[config.mk]
export PLATFORM = sky130hd
export DESIGN_NAME = mem_bridge_flat
export DESIGN_NICKNAME = d
export VERILOG_FILES = /design/src/rtl/mem_bridge_pkg.sv /design/src/rtl/mem_bridge_if.sv /design/src/rtl/mem_bridge_fifo.sv /design/src/rtl/mem_bridge.sv /design/src/flat_wrapper.sv
export SDC_FILE = /design/constraint.sdc
export NUM_CORES = 1
export LEC_CHECK = 0
export ABC_AREA = 0
export CAP_MARGIN = 20
export CORE_ASPECT_RATIO = 0.5
export CORE_MARGIN = 1.5
export CORE_UTILIZATION = 25
export CTS_BUF_LIST = sky130_fd_sc_hd__clkbuf_8
export CTS_CLUSTER_DIAMETER = 50
export CTS_CLUSTER_SIZE = 8
export DETAILED_ROUTE_END_ITERATION = 7
export SYNTH_ARGS = -nofsm -noshare
export SYNTH_HDL_FRONTEND = slang
export SYNTH_SLANG_ARGS = --single-unit
[constraint.sdc]
create_clock -name clk -period 3.6 [get_ports clk]
set_clock_uncertainty 0.1 [all_clocks]
set_input_delay 0.36 -clock clk [delete_from_list [all_inputs] [get_ports clk]]
set_output_delay 0.36 -clock clk [all_outputs]
set_load 0.03 [all_outputs]
[src/rtl/mem_bridge_pkg.sv]
`default_nettype none
// ============================================================================
// Module   : mem_bridge_pkg
// Purpose  : Shared types for the CPU memory bridge: core-side address and
//            response words, the bus-side signal bundles and a small helper
//            for word alignment.
// Ports    : none (package)
// Revision : 1.0 - initial release
// ============================================================================
package mem_bridge_pkg;

   localparam int c_ADDR_W = 32;
   localparam int c_DATA_W = 32;

   // Core request payload (byte address) and core response payload (read word)
   typedef logic [c_ADDR_W-1:0] addr_t;
   typedef logic [c_DATA_W-1:0] mtrans_t;

   // Bridge-driven half of the pipelined memory bus
   typedef struct packed {
      logic  req;
      addr_t addr;
   } mem_bus_t;

   // Memory-driven half of the pipelined memory bus
   typedef struct packed {
      logic    gnt;
      logic    rvalid;
      mtrans_t rdata;
   } mem_bus_rsp_t;

   // The bus only ever sees word addresses; byte offset bits are cleared
   function automatic addr_t f_word_align(input addr_t i_addr);
      return {i_addr[c_ADDR_W-1:2], 2'b00};
   endfunction

endpackage
`default_nettype wire

[src/rtl/mem_bridge_if.sv]
`default_nettype none
// ============================================================================
// Module   : mem_bridge_if
// Purpose  : Signal bundle around the bridge: decoupled core request
//            (req_*), decoupled core response (resp_*), the pipelined memory
//            bus (bus / bus_rsp) and the sticky protocol-error flag.
// Modports : master - the bridge itself (consumes req, produces resp,
//                     drives the bus request side)
//            slave  - the surrounding system (core + memory)
// Revision : 1.0 - initial release
// ============================================================================
interface mem_bridge_if;
   import mem_bridge_pkg::*;

   // Core request (decoupled, into the bridge)
   logic         req_valid;
   logic         req_ready;
   addr_t        req_data;

   // Core response (decoupled, out of the bridge)
   logic         resp_valid;
   logic         resp_ready;
   mtrans_t      resp_data;

   // Memory bus
   mem_bus_t     bus;
   mem_bus_rsp_t bus_rsp;
   logic         bus_proto_err;

   modport master (
      input  req_valid,
      input  req_data,
      output req_ready,
      output resp_valid,
      output resp_data,
      input  resp_ready,
      output bus,
      input  bus_rsp,
      output bus_proto_err
   );

   modport slave (
      output req_valid,
      output req_data,
      input  req_ready,
      input  resp_valid,
      input  resp_data,
      output resp_ready,
      input  bus,
      output bus_rsp,
      input  bus_proto_err
   );

endinterface
`default_nettype wire

[src/rtl/mem_bridge_fifo.sv]
`default_nettype none
// ============================================================================
// Module   : mem_bridge_fifo
// Purpose  : Synchronous FIFO of arbitrary depth (pointers wrap modulo
//            DEPTH, so non-power-of-two depths work) with registered storage
//            and an exposed occupancy count.
// Params   : WIDTH - data width, DEPTH - number of entries (>= 1)
// Ports    : clk      in  clock
//            rst      in  synchronous reset, active low
//            i_push   in  write i_wdata this cycle
//            i_wdata  in  write data
//            i_pop    in  discard the head entry this cycle
//            o_rdata  out head entry (valid when o_occ != 0)
//            o_occ    out number of stored entries
// Revision : 1.0 - initial release
// ============================================================================
module mem_bridge_fifo #(
   parameter int WIDTH = 32,
   parameter int DEPTH = 2
) (
   input  logic                       clk,
   input  logic                       rst,
   input  logic                       i_push,
   input  logic [WIDTH-1:0]           i_wdata,
   input  logic                       i_pop,
   output logic [WIDTH-1:0]           o_rdata,
   output logic [$clog2(DEPTH+1)-1:0] o_occ
);

   // A depth-1 FIFO still needs a one-bit pointer
   localparam int c_PW = (DEPTH > 1) ? $clog2(DEPTH) : 1;
   localparam int c_OW = $clog2(DEPTH + 1);

   logic [WIDTH-1:0] r_mem [DEPTH];
   logic [c_PW-1:0]  r_wr_ptr;
   logic [c_PW-1:0]  r_rd_ptr;
   logic [c_OW-1:0]  r_occ;

   function automatic logic [c_PW-1:0] f_wrap_inc(input logic [c_PW-1:0] i_ptr);
      return (int'(i_ptr) == DEPTH - 1) ? '0 : i_ptr + c_PW'(1);
   endfunction

   // Storage needs no reset: occupancy decides what is meaningful
   always_ff @(posedge clk) begin
      if (i_push) begin
         r_mem[r_wr_ptr] <= i_wdata;
      end
   end

   always_ff @(posedge clk) begin
      if (!rst) begin
         r_wr_ptr <= '0;
         r_rd_ptr <= '0;
         r_occ    <= '0;
      end else begin
         a_no_overflow : assert (!(i_push && (r_occ == c_OW'(DEPTH))));
         a_no_underflow: assert (!(i_pop && (r_occ == '0)));
         if (i_push) begin
            r_wr_ptr <= f_wrap_inc(r_wr_ptr);
         end
         if (i_pop) begin
            r_rd_ptr <= f_wrap_inc(r_rd_ptr);
         end
         case ({i_push, i_pop})
            2'b10:   r_occ <= r_occ + c_OW'(1);
            2'b01:   r_occ <= r_occ - c_OW'(1);
            default: r_occ <= r_occ;
         endcase
      end
   end

   assign o_rdata = r_mem[r_rd_ptr];
   assign o_occ   = r_occ;

endmodule
`default_nettype wire

[src/rtl/mem_bridge.sv]
`default_nettype none
// ============================================================================
// Module   : mem_bridge
// Purpose  : Bridges the core's decoupled memory request/response pair onto
//            a pipelined req/gnt/rvalid memory bus. Counts granted-but-not-
//            returned transactions and only issues a request when the
//            response FIFO is guaranteed room for its data, so the core's
//            response back-pressure never stalls the bus.
// Params   : MAX_OUTSTANDING - max granted requests awaiting rvalid (>= 1)
//            RESP_DEPTH      - response FIFO entries (>= MAX_OUTSTANDING)
// Ports    : clk     in  clock, all logic on posedge
//            rst     in  synchronous reset, active low (0 = reset)
//            io_mem  --  mem_bridge_if.master: req/resp decoupled pair,
//                        bus request/address, bus gnt/rvalid/rdata and the
//                        sticky bus_proto_err flag
// Config   : MEM_BRIDGE_BYPASS_EN - when defined, read data arriving on an
//            empty FIFO with resp_ready high is forwarded combinationally
//            (response in the rvalid cycle). Undefined: every response goes
//            through the FIFO (one cycle later). Credit rule is the same.
// Revision : 1.0 - initial release
// ============================================================================
module mem_bridge
   import mem_bridge_pkg::*;
#(
   parameter int MAX_OUTSTANDING = 2,
   parameter int RESP_DEPTH      = 2
) (
   input  logic         clk,
   input  logic         rst,
   mem_bridge_if.master io_mem
);

   localparam int c_IW = $clog2(MAX_OUTSTANDING + 1);
   localparam int c_OW = $clog2(RESP_DEPTH + 1);

   logic [c_IW-1:0] r_inflight;
   logic            r_proto_err;

   logic [c_OW-1:0] w_occ;
   mtrans_t         w_head;
   logic            w_credit;
   logic            w_bus_req;
   logic            w_fire;
   logic            w_rv_ok;
   logic            w_bypass;
   logic            w_push;
   logic            w_pop;
   logic            w_fifo_nempty;
   mem_bus_t        w_bus;

   // Every granted request reserves a FIFO slot until its data is popped,
   // so the FIFO can never be asked to hold more than it has.
   assign w_credit = ((int'(r_inflight) + int'(w_occ)) < RESP_DEPTH) &&
                     (int'(r_inflight) < MAX_OUTSTANDING);

   assign w_bus_req = io_mem.req_valid && w_credit && rst;
   assign w_fire    = w_bus_req && io_mem.bus_rsp.gnt;

   // rvalid only counts when something is actually outstanding
   assign w_rv_ok   = io_mem.bus_rsp.rvalid && (r_inflight != '0);

   assign w_fifo_nempty = (w_occ != '0);

`ifdef MEM_BRIDGE_BYPASS_EN
   assign w_bypass = rst && !w_fifo_nempty && w_rv_ok && io_mem.resp_ready;
`else
   assign w_bypass = 1'b0;
`endif

   assign w_push = w_rv_ok && !w_bypass;
   assign w_pop  = rst && io_mem.resp_ready && w_fifo_nempty;

   always_comb begin
      w_bus      = '0;
      w_bus.req  = w_bus_req;
      w_bus.addr = f_word_align(io_mem.req_data);
   end

   assign io_mem.bus           = w_bus;
   assign io_mem.req_ready     = io_mem.bus_rsp.gnt && w_credit && rst;
   assign io_mem.resp_valid    = rst && (w_fifo_nempty || w_bypass);
   assign io_mem.resp_data     = w_fifo_nempty ? w_head : io_mem.bus_rsp.rdata;
   assign io_mem.bus_proto_err = r_proto_err;

   always_ff @(posedge clk) begin
      if (!rst) begin
         r_inflight  <= '0;
         r_proto_err <= 1'b0;
      end else begin
         if (w_fire && !w_rv_ok) begin
            r_inflight <= r_inflight + c_IW'(1);
         end else if (w_rv_ok && !w_fire) begin
            r_inflight <= r_inflight - c_IW'(1);
         end
         // Data returned with nothing outstanding is dropped and flagged
         if (io_mem.bus_rsp.rvalid && (r_inflight == '0)) begin
            r_proto_err <= 1'b1;
         end
      end
   end

   mem_bridge_fifo #(
      .WIDTH (c_DATA_W),
      .DEPTH (RESP_DEPTH)
   ) u_resp_fifo (
      .clk     (clk),
      .rst     (rst),
      .i_push  (w_push),
      .i_wdata (io_mem.bus_rsp.rdata),
      .i_pop   (w_pop),
      .o_rdata (w_head),
      .o_occ   (w_occ)
   );

endmodule
`default_nettype wire

[src/flat_wrapper.sv]
// flat-port wrapper written by rule: the top's interface ports become plain ports
module mem_bridge_flat import mem_bridge_pkg::*;
#(
   parameter int MAX_OUTSTANDING = 2,
   parameter int RESP_DEPTH      = 2
)
  (clk, rst, io_mem_req_valid, io_mem_req_data, io_mem_req_ready, io_mem_resp_valid, io_mem_resp_data, io_mem_resp_ready, io_mem_bus, io_mem_bus_rsp, io_mem_bus_proto_err);
  mem_bridge_if io_mem_i ();
  input  logic clk;
  input  logic rst;
  input wire logic [$bits(io_mem_i.req_valid)-1:0] io_mem_req_valid;
  input wire logic [$bits(io_mem_i.req_data)-1:0] io_mem_req_data;
  output wire logic [$bits(io_mem_i.req_ready)-1:0] io_mem_req_ready;
  output wire logic [$bits(io_mem_i.resp_valid)-1:0] io_mem_resp_valid;
  output wire logic [$bits(io_mem_i.resp_data)-1:0] io_mem_resp_data;
  input wire logic [$bits(io_mem_i.resp_ready)-1:0] io_mem_resp_ready;
  output wire logic [$bits(io_mem_i.bus)-1:0] io_mem_bus;
  input wire logic [$bits(io_mem_i.bus_rsp)-1:0] io_mem_bus_rsp;
  output wire logic [$bits(io_mem_i.bus_proto_err)-1:0] io_mem_bus_proto_err;
  assign io_mem_i.req_valid = io_mem_req_valid;
  assign io_mem_i.req_data = io_mem_req_data;
  assign io_mem_req_ready = io_mem_i.req_ready;
  assign io_mem_resp_valid = io_mem_i.resp_valid;
  assign io_mem_resp_data = io_mem_i.resp_data;
  assign io_mem_i.resp_ready = io_mem_resp_ready;
  assign io_mem_bus = io_mem_i.bus;
  assign io_mem_i.bus_rsp = io_mem_bus_rsp;
  assign io_mem_bus_proto_err = io_mem_i.bus_proto_err;
  mem_bridge #(.MAX_OUTSTANDING(MAX_OUTSTANDING), .RESP_DEPTH(RESP_DEPTH)) u_core (.clk(clk), .rst(rst), .io_mem(io_mem_i));
endmodule
==> impl_metrics.yaml, run 1 <==
outcome:
  outcome: "finished clean"
clock_tree:
  cts_sinks: 72
  cts_hold_buf: 0
  cts_root_buf: "clkbuf_8"
  h-tree-depth: 3
  cts_buffers: 9
  clkLatencyLatePin_ns: 0.33
  cts.path.max_buffers: 2
  cts_setup_buffers: 0
  cts_resized: 0
  cts_tree: "yes"
  clk_pin_slew_ns: 0.07
worst_setup_path:
  ff2ff_path_depth: 6
  cp.arrival_ns: 2.64
  r2r_slack_ns: 1.11
  r2r-end: "u_core.u_resp_fifo.o_occ[1]$_SDFFE_PN0P_"
  cp_max_fo: 34
  worst_ep_required_time_ns: 3.14
  regToRegStartpoint: "u_core.u_resp_fifo.o_occ[0]$_SDFFE_PN0P_"
  path_class: "flip-flop to output port"
  endpoint_kind: "output port"
  start_kind: "flip-flop"
routing:
  avgViaCountPerCell: 3.99
  antenna_left: 0
  drt_iter0_drc: 77
  drt_wl_total_um: 5990
  vias: 1889
  drcViolationCount: 0
  firstDrtPassIters: 4
  routedWlPerCell_um: 12.7
floorplan:
  die_x_um: 165
  core_sq_um: 12700
  fp.dieH_um: 83.9
  dieArea_sq_um: 13800
  ios: 138
  rows: 29
  initial_core_util_pct: 25.7
grt:
  grt_pass1_wl_um: 9560
  antenna_found_initial: 0
  grt_pass1_vias: 1952
  grt_usage_pct: 9.04
  gr-total-overflow: 0
  grt_start_max_net_pins: 35
hold_path:
  hold_path_class: "flip-flop to flip-flop"
  worstHoldStart: "u_core.io_mem.bus_proto_err$_SDFFE_PN0P_"
  min_to: "u_core.io_mem.bus_proto_err$_SDFFE_PN0P_"
  hold_depth: 2
timing:
  setup_ws_ns: 0.503
  setup_viol: 0
  fin_crit_sh_pct: 86.0
  hold_violations: 0
  max_freq_ghz: 0.323
  maxSlewViolCount: 0
  min_period_ns: 3.10
  slew_headroom_pct: 41.0
  final.setup.tns_ns: 0
  worst_pin_slew_ns: 0.876
  rsz0062_at_grt: "no"
placed_design:
  portBuffers: 73
  dp_slack_ns: 0.857
  routabilityCongestion: 0.672
  hpwl_um: 3980
final_layout:
  antenna_cells: 0
  fillers: 1268
  drive_above_1_share_pct: 8.58
  multi_input_area_sq_um: 871
  area_delta_synth_final_pct: 27.2
  fin_nets: 371
  seq_area_sq_um: 2080
logic_synthesis:
  synth-seq-cells: 72
  synthTopCellsByArea: "edfxtp_1, mux2i_1, buf_4, a21oi_1, dfxtp_1"
  yosysSeqAreaShare_pct: 63.6
  synth_xor_xnor_area_share_pct: 1.34
  synth_fa_ha_area_share_pct: 1.38
  netlist_area_sq_um: 3270
  synth_top_family_by_area: "buffers and inverters"
  postSynthCellCount: 251
  yosys_warnings: 0
  synthMuxAreaShare_pct: 9.78
  avgSynthCellArea_sq_um: 13.0
  synth_top_area_share_pct: 58.7
  synth-simple-area-share_pct: 7.15
  synth.largest_area_cell: "edfxtp_1"
  synth_compound_area_share_pct: 6.42
  synth_cell_types: 28
pwr:
  ir_worst_vdd_mv: 0.200
  p_per_area_nw_per_um2: 656
  p_leak_nw: 1.36
flow_run:
  maxCapViolations: 0
==> flip-flops by register name (all words and copies together) (netlist names), named ones only <==
name	flops
u_core.r_inflight	2
u_core.u_resp_fifo.r_mem	64
u_core.u_resp_fifo.r_rd_ptr	1
u_core.u_resp_fifo.r_wr_ptr	1
u_core.u_resp_fifo.o_occ	2
u_core.io_mem.bus_proto_err	1
==> stage by stage <==
| step | hold slack (ns) | utilization [%] | power [W] | std cells | cell area (sq um) |
|---|---|---|---|---|---|
| 2_1_floorplan | 0.359 | - | 0.00180 | 252 | 3280 |
| 3_3_place_gp | 0.374 | 31.0 | 0.00209 | 457 | 3950 |
| 3_5_place_dp | 0.392 | 31.0 | 0.00210 | 457 | 3950 |
| 4_1_cts | 0.413 | 32.7 | 0.00278 | 473 | 4160 |
| 5_1_grt | 0.441 | 32.7 | 0.00287 | 473 | 4160 |
| 6_report | 0.398 | 32.7 | 0.00273 | 473 | 4160 |
==> critical path, cell delays in order (launching register included) <==
cell and delay, ns:
dfxtp_1 0.41, or2_2 0.54, buf_4 0.40, nor2_1 0.08, a21oi_1 0.14, clkdlybuf4s50_1 0.70
==> worst max path at each step <==
| stage | from | to | depth (start not counted) |
|---|---|---|---|
| 2_1_floorplan | u_core.r_inflight[1]$_SDFFE_PN0P_ | u_core.u_resp_fifo.r_mem[0][0]$_DFFE_PP_ | 2 |
| 3_3_place_gp | u_core.u_resp_fifo.o_occ[0]$_SDFFE_PN0P_ | io_mem_resp_data[13] | 5 |
| 3_5_place_dp | u_core.u_resp_fifo.o_occ[0]$_SDFFE_PN0P_ | io_mem_resp_data[20] | 5 |
| 5_1_grt | u_core.u_resp_fifo.o_occ[0]$_SDFFE_PN0P_ | io_mem_resp_data[21] | 5 |
| 6_report | u_core.u_resp_fifo.o_occ[0]$_SDFFE_PN0P_ | io_mem_resp_data[25] | 5 |
| 4_1_cts | u_core.u_resp_fifo.o_occ[0]$_SDFFE_PN0P_ | io_mem_resp_data[25] | 5 |
==> cell usage after synthesis, drive strengths merged <==
cell / count
xor2: 1
or2: 1
xnor2: 4
mux2i: 32
clkbuf: 3
nor2: 37
inv: 1
a21boi: 1
o21ai: 3
or3: 1
and2: 7
dfxtp: 8
o31ai: 1
o21a: 1
fa: 1
and3: 1
nor3: 1
nor2b: 1
edfxtp: 64
ha: 2
nand2b: 2
conb: 1
buf: 42
a21oi: 33
or3b: 1
o211ai: 1
==> where the power goes <==
group	internal, W	switching [W]
registers	0.00101	0.0000396
logic	0.000410	0.000600
clock network	0.000384	0.000284
==> layout by cell type (no fill, tap or decap) <==
cell,n
a21boi_1,1
a21oi_1,33
and2_1,7
and3_1,1
buf_4,7
bufinv_16,2
clkbuf_8,9
clkdlybuf4s50_1,73
clkinv_1,1
clkinv_2,3
clkinvlp_4,1
conb_1,2
dfxtp_1,7
dfxtp_2,1
edfxtp_1,64
fa_1,1
ha_1,2
inv_1,1
mux2i_1,32
nand2b_1,2
nor2_1,35
nor2_2,1
nor2_4,1
nor2b_1,1
nor3_1,1
o211ai_1,1
o21a_1,1
o21ai_0,3
o31ai_1,1
or2_2,1
or3_1,1
or3b_1,1
xnor2_1,4
xor2_1,1
==> routing by layer <==
metal  up-vias  GRT usage, %  share of wire, %
met5         -             0                 0
met4         0          3.77               1.3
met1       905          9.28                42
li1        951             -                 -
met2        26          16.8                54
met3         7          2.88               2.9
==> logic make-up (layout without fill, tap and decap cells) <==
logic type | Yosys count | in the layout
AO/OA/AOI/OAI | 40 | 40
other | 1 | 2
AND/OR/NAND/NOR | 52 | 52
adder cells (fa/ha/maj) | 3 | 3
flip-flops | 72 | 72
XOR/XNOR | 5 | 5
buffers and inverters | 46 | 97
multiplexers | 32 | 32
==> layout make-up <==
type                            instances  share of cell area [%]
Clock buffer                            9                    2.97
Clock inverter                          7                    2.07
Inverter                                1                  0.0901
Multi-Input combinational cell        134                    20.9
Sequential cell                        72                    50.0
Tap cell                              170                    5.11
Timing Repair Buffer                   80                    18.8
Power figures use the tool's default switching activity.
==> run 2, diff against run 1 <==
--- a/config.mk
+++ b/config.mk
@@ -11,7 +11,7 @@
 export CORE_MARGIN = 1.5
 export CORE_UTILIZATION = 25
 export CTS_BUF_LIST = sky130_fd_sc_hd__clkbuf_8
-export CTS_CLUSTER_DIAMETER = 50
+export CTS_CLUSTER_DIAMETER = 100
 export CTS_CLUSTER_SIZE = 8
 export DETAILED_ROUTE_END_ITERATION = 7
 export SYNTH_ARGS = -nofsm -noshare
==> results of run 2 <==
No change in the layout: final DEF, timing and power equal those of run 1.
==> run 3, diff against run 2 <==
--- a/config.mk
+++ b/config.mk
@@ -8,7 +8,7 @@
 export ABC_AREA = 0
 export CAP_MARGIN = 20
 export CORE_ASPECT_RATIO = 0.5
-export CORE_MARGIN = 1.5
+export CORE_MARGIN = 5
 export CORE_UTILIZATION = 25
 export CTS_BUF_LIST = sky130_fd_sc_hd__clkbuf_8
 export CTS_CLUSTER_DIAMETER = 100
@@ -16,4 +16,5 @@
 export DETAILED_ROUTE_END_ITERATION = 7
 export SYNTH_ARGS = -nofsm -noshare
 export SYNTH_HDL_FRONTEND = slang
+export SYNTH_HIERARCHICAL = 1
 export SYNTH_SLANG_ARGS = --single-unit
==> run 3 against run 2 <==
  * Flip-flop and latch count unchanged
  * Area after synthesis up 2.9%
  * First-iteration DRC count down 1.3%
  * Sequential share of layout area down 1.8 points
  * Fmax up 7.1%
  * Largest power group is now combinational logic
==> impl_metrics.yaml, run 3 <==
logic_synthesis:
  avgSynthCellArea_sq_um: 15.6
  ys_top_cells_by_count: "edfxtp_1, mux2_2, buf_4"
  yosysMostFrequentCell: "edfxtp_1"
  synthTopCellsByArea: "edfxtp_1, mux2_2, buf_4, dfxtp_1, mux2_1"
  postSynthCellCount: 216
  synth_cell_types: 25
  synth_top_area_share_pct: 57.1
  yosys_warnings: 6
  synthFlopType: "edfxtp_1"
  synth_edf_count: 64
  netlist_area_sq_um: 3370
  yosysSeqAreaShare_pct: 61.8
  synth.largest_area_cell: "edfxtp_1"
  async_reset_ff_share_pct: 0
  synth-seq-cells: 72
final_layout:
  largest-register: "u_core/u_resp_fifo/r_mem"
  final_util_pct: 32.3
  mostFrequentLayoutCells: "clkdlybuf4s50_1, edfxtp_1, mux2_2"
  fin_nets: 338
  largest_reg_flops: 64
  antenna_cells: 0
  layout.cells.most_common: "clkdlybuf4s50_1"
  area_delta_synth_final_pct: 28.2
  drive_above_1_share_pct: 30.7
  finalNonFillerCells: 446
routing:
  firstDrtPassIters: 3
  avgViaCountPerCell: 4.03
  drt_wl_total_um: 6700
  antenna_left: 0
  drcViolationCount: 0
  routedWlPerCell_um: 15.0
  drt_iter0_drc: 76
  vias: 1797
clock_tree:
  cts_setup_buffers: 0
  cts_root_buf: "clkbuf_8"
  clkLatencyLatePin_ns: 0.34
  cts.path.max_buffers: 2
  cts_hold_buf: 0
  cts_buffers: 9
  clk_pin_slew_ns: 0.07
  cts_resized: 0
  cts_sinks: 72
  cts_tree: "yes"
  h-tree-depth: 3
timing:
  setup_ws_ns: 0.708
  slew_headroom_pct: 29.9
  final.setup.tns_ns: 0
  hold_violations: 0
  min_period_ns: 2.89
  worst_pin_slew_ns: 1.05
  rsz0062_at_grt: "no"
  max_freq_ghz: 0.346
  fin_crit_sh_pct: 80.3
  setup_viol: 0
  maxSlewViolCount: 0
flow_run:
  maxCapViolations: 0
grt:
  grt_pass1_wl_um: 10400
  grt_start_max_net_pins: 34
  grt_pass1_vias: 2003
  gr-total-overflow: 0
  antenna_found_initial: 0
  grt_usage_pct: 8.37
hold_path:
  hold_path_class: "flip-flop to flip-flop"
placed_design:
  routabilityCongestion: 0.707
  hpwl_um: 4710
  dp_slack_ns: 1.06
  place_inst: 430
  portBuffers: 73
floorplan:
  rows: 30
  core_sq_um: 13400
  dieArea_sq_um: 16000
  ios: 138
  die_x_um: 174
  fp.dieH_um: 92.1
  initial_core_util_pct: 25.2
outcome:
  outcome: "finished clean"
worst_setup_path:
  start_kind: "flip-flop"
  path_class: "flip-flop to output port"
  worst_ep_required_time_ns: 3.14
  endpoint_kind: "output port"
  cp_max_fo: 4
  cp.arrival_ns: 2.43
pwr:
  p_leak_nw: 1.46
  p_per_area_nw_per_um2: 755
  finalPower_w: 0.00326
  ir_worst_vdd_mv: 0.187
run 3: worst paths after layout:
check	start	end	slack, ns	cells after the start
min reg2reg	u_core/io_mem.bus_proto_err$_SDFFE_PN0P_	u_core/io_mem.bus_proto_err$_SDFFE_PN0P_	0.40	2
min	u_core/io_mem.bus_proto_err$_SDFFE_PN0P_	u_core/io_mem.bus_proto_err$_SDFFE_PN0P_	0.40	2
max	u_core/u_resp_fifo/o_occ[0]$_SDFFE_PN0P_	io_mem_bus[32]	0.71	6
max reg2reg	u_core/u_resp_fifo/o_occ[0]$_SDFFE_PN0P_	u_core/r_inflight[1]$_SDFFE_PN0P_	1.21	8
run 3: per-layer routing:
layer	vias up	track usage [%]	part of all wire (%)	routed length, um
met1	880	7.85	36	2430
li1	847	-	-	-
met5	-	0	0	0
met2	33	16.4	56	3770
met3	37	2.64	3.9	258
met4	0	4.28	3.5	236
run 3: cells by family after synthesis:
family                     count (synthesis)  share of synthesized area (%)
xor gates and xnor gates                   5                           1.30
and+or+nand+nor                           22                           3.71
other                                      1                          0.111
AOI/OAI and AO/OA                          7                           1.26
DFF                                       72                           61.8
muxes                                     64                           21.4
buffers and inverters                     42                           9.06
adders and majority gates                  3                           1.34
run 3: critical path: stages (launching register included):
cell             delay [ns]
dfxtp_1                0.45
and2_2                 0.19
fa_1                   0.40
nor2_1                 0.15
nand3_1                0.12
nor2_1                 0.11
clkdlybuf4s50_1        0.67
run 3: layout make-up:
cell class / instances / area [sq um]
sequential: 72 / 2080
inverter: 2 / 7.51
clock buffer: 11 / 151
multi-input combinational: 103 / 992
fill: 1299 / 9050
clock inverter: 5 / 103
tap: 176 / 220
timing repair buffer: 77 / 761
run 3: stage by stage:
| step | hold slack, ns | area (sq um) |
|---|---|---|
| floorplan | 0.359 | 3370 |
| global placement | 0.375 | 4060 |
| detailed placement | 0.387 | 4060 |
| CTS | 0.401 | 4320 |
| global route | 0.433 | 4320 |
| finish | 0.400 | 4320 |
run 3: report_power, final:
group          switching (W)  total (W)  internal (W)
Sequential         0.0000558    0.00112       0.00106
Clock               0.000283   0.000780      0.000497
Combinational       0.000731    0.00136      0.000629
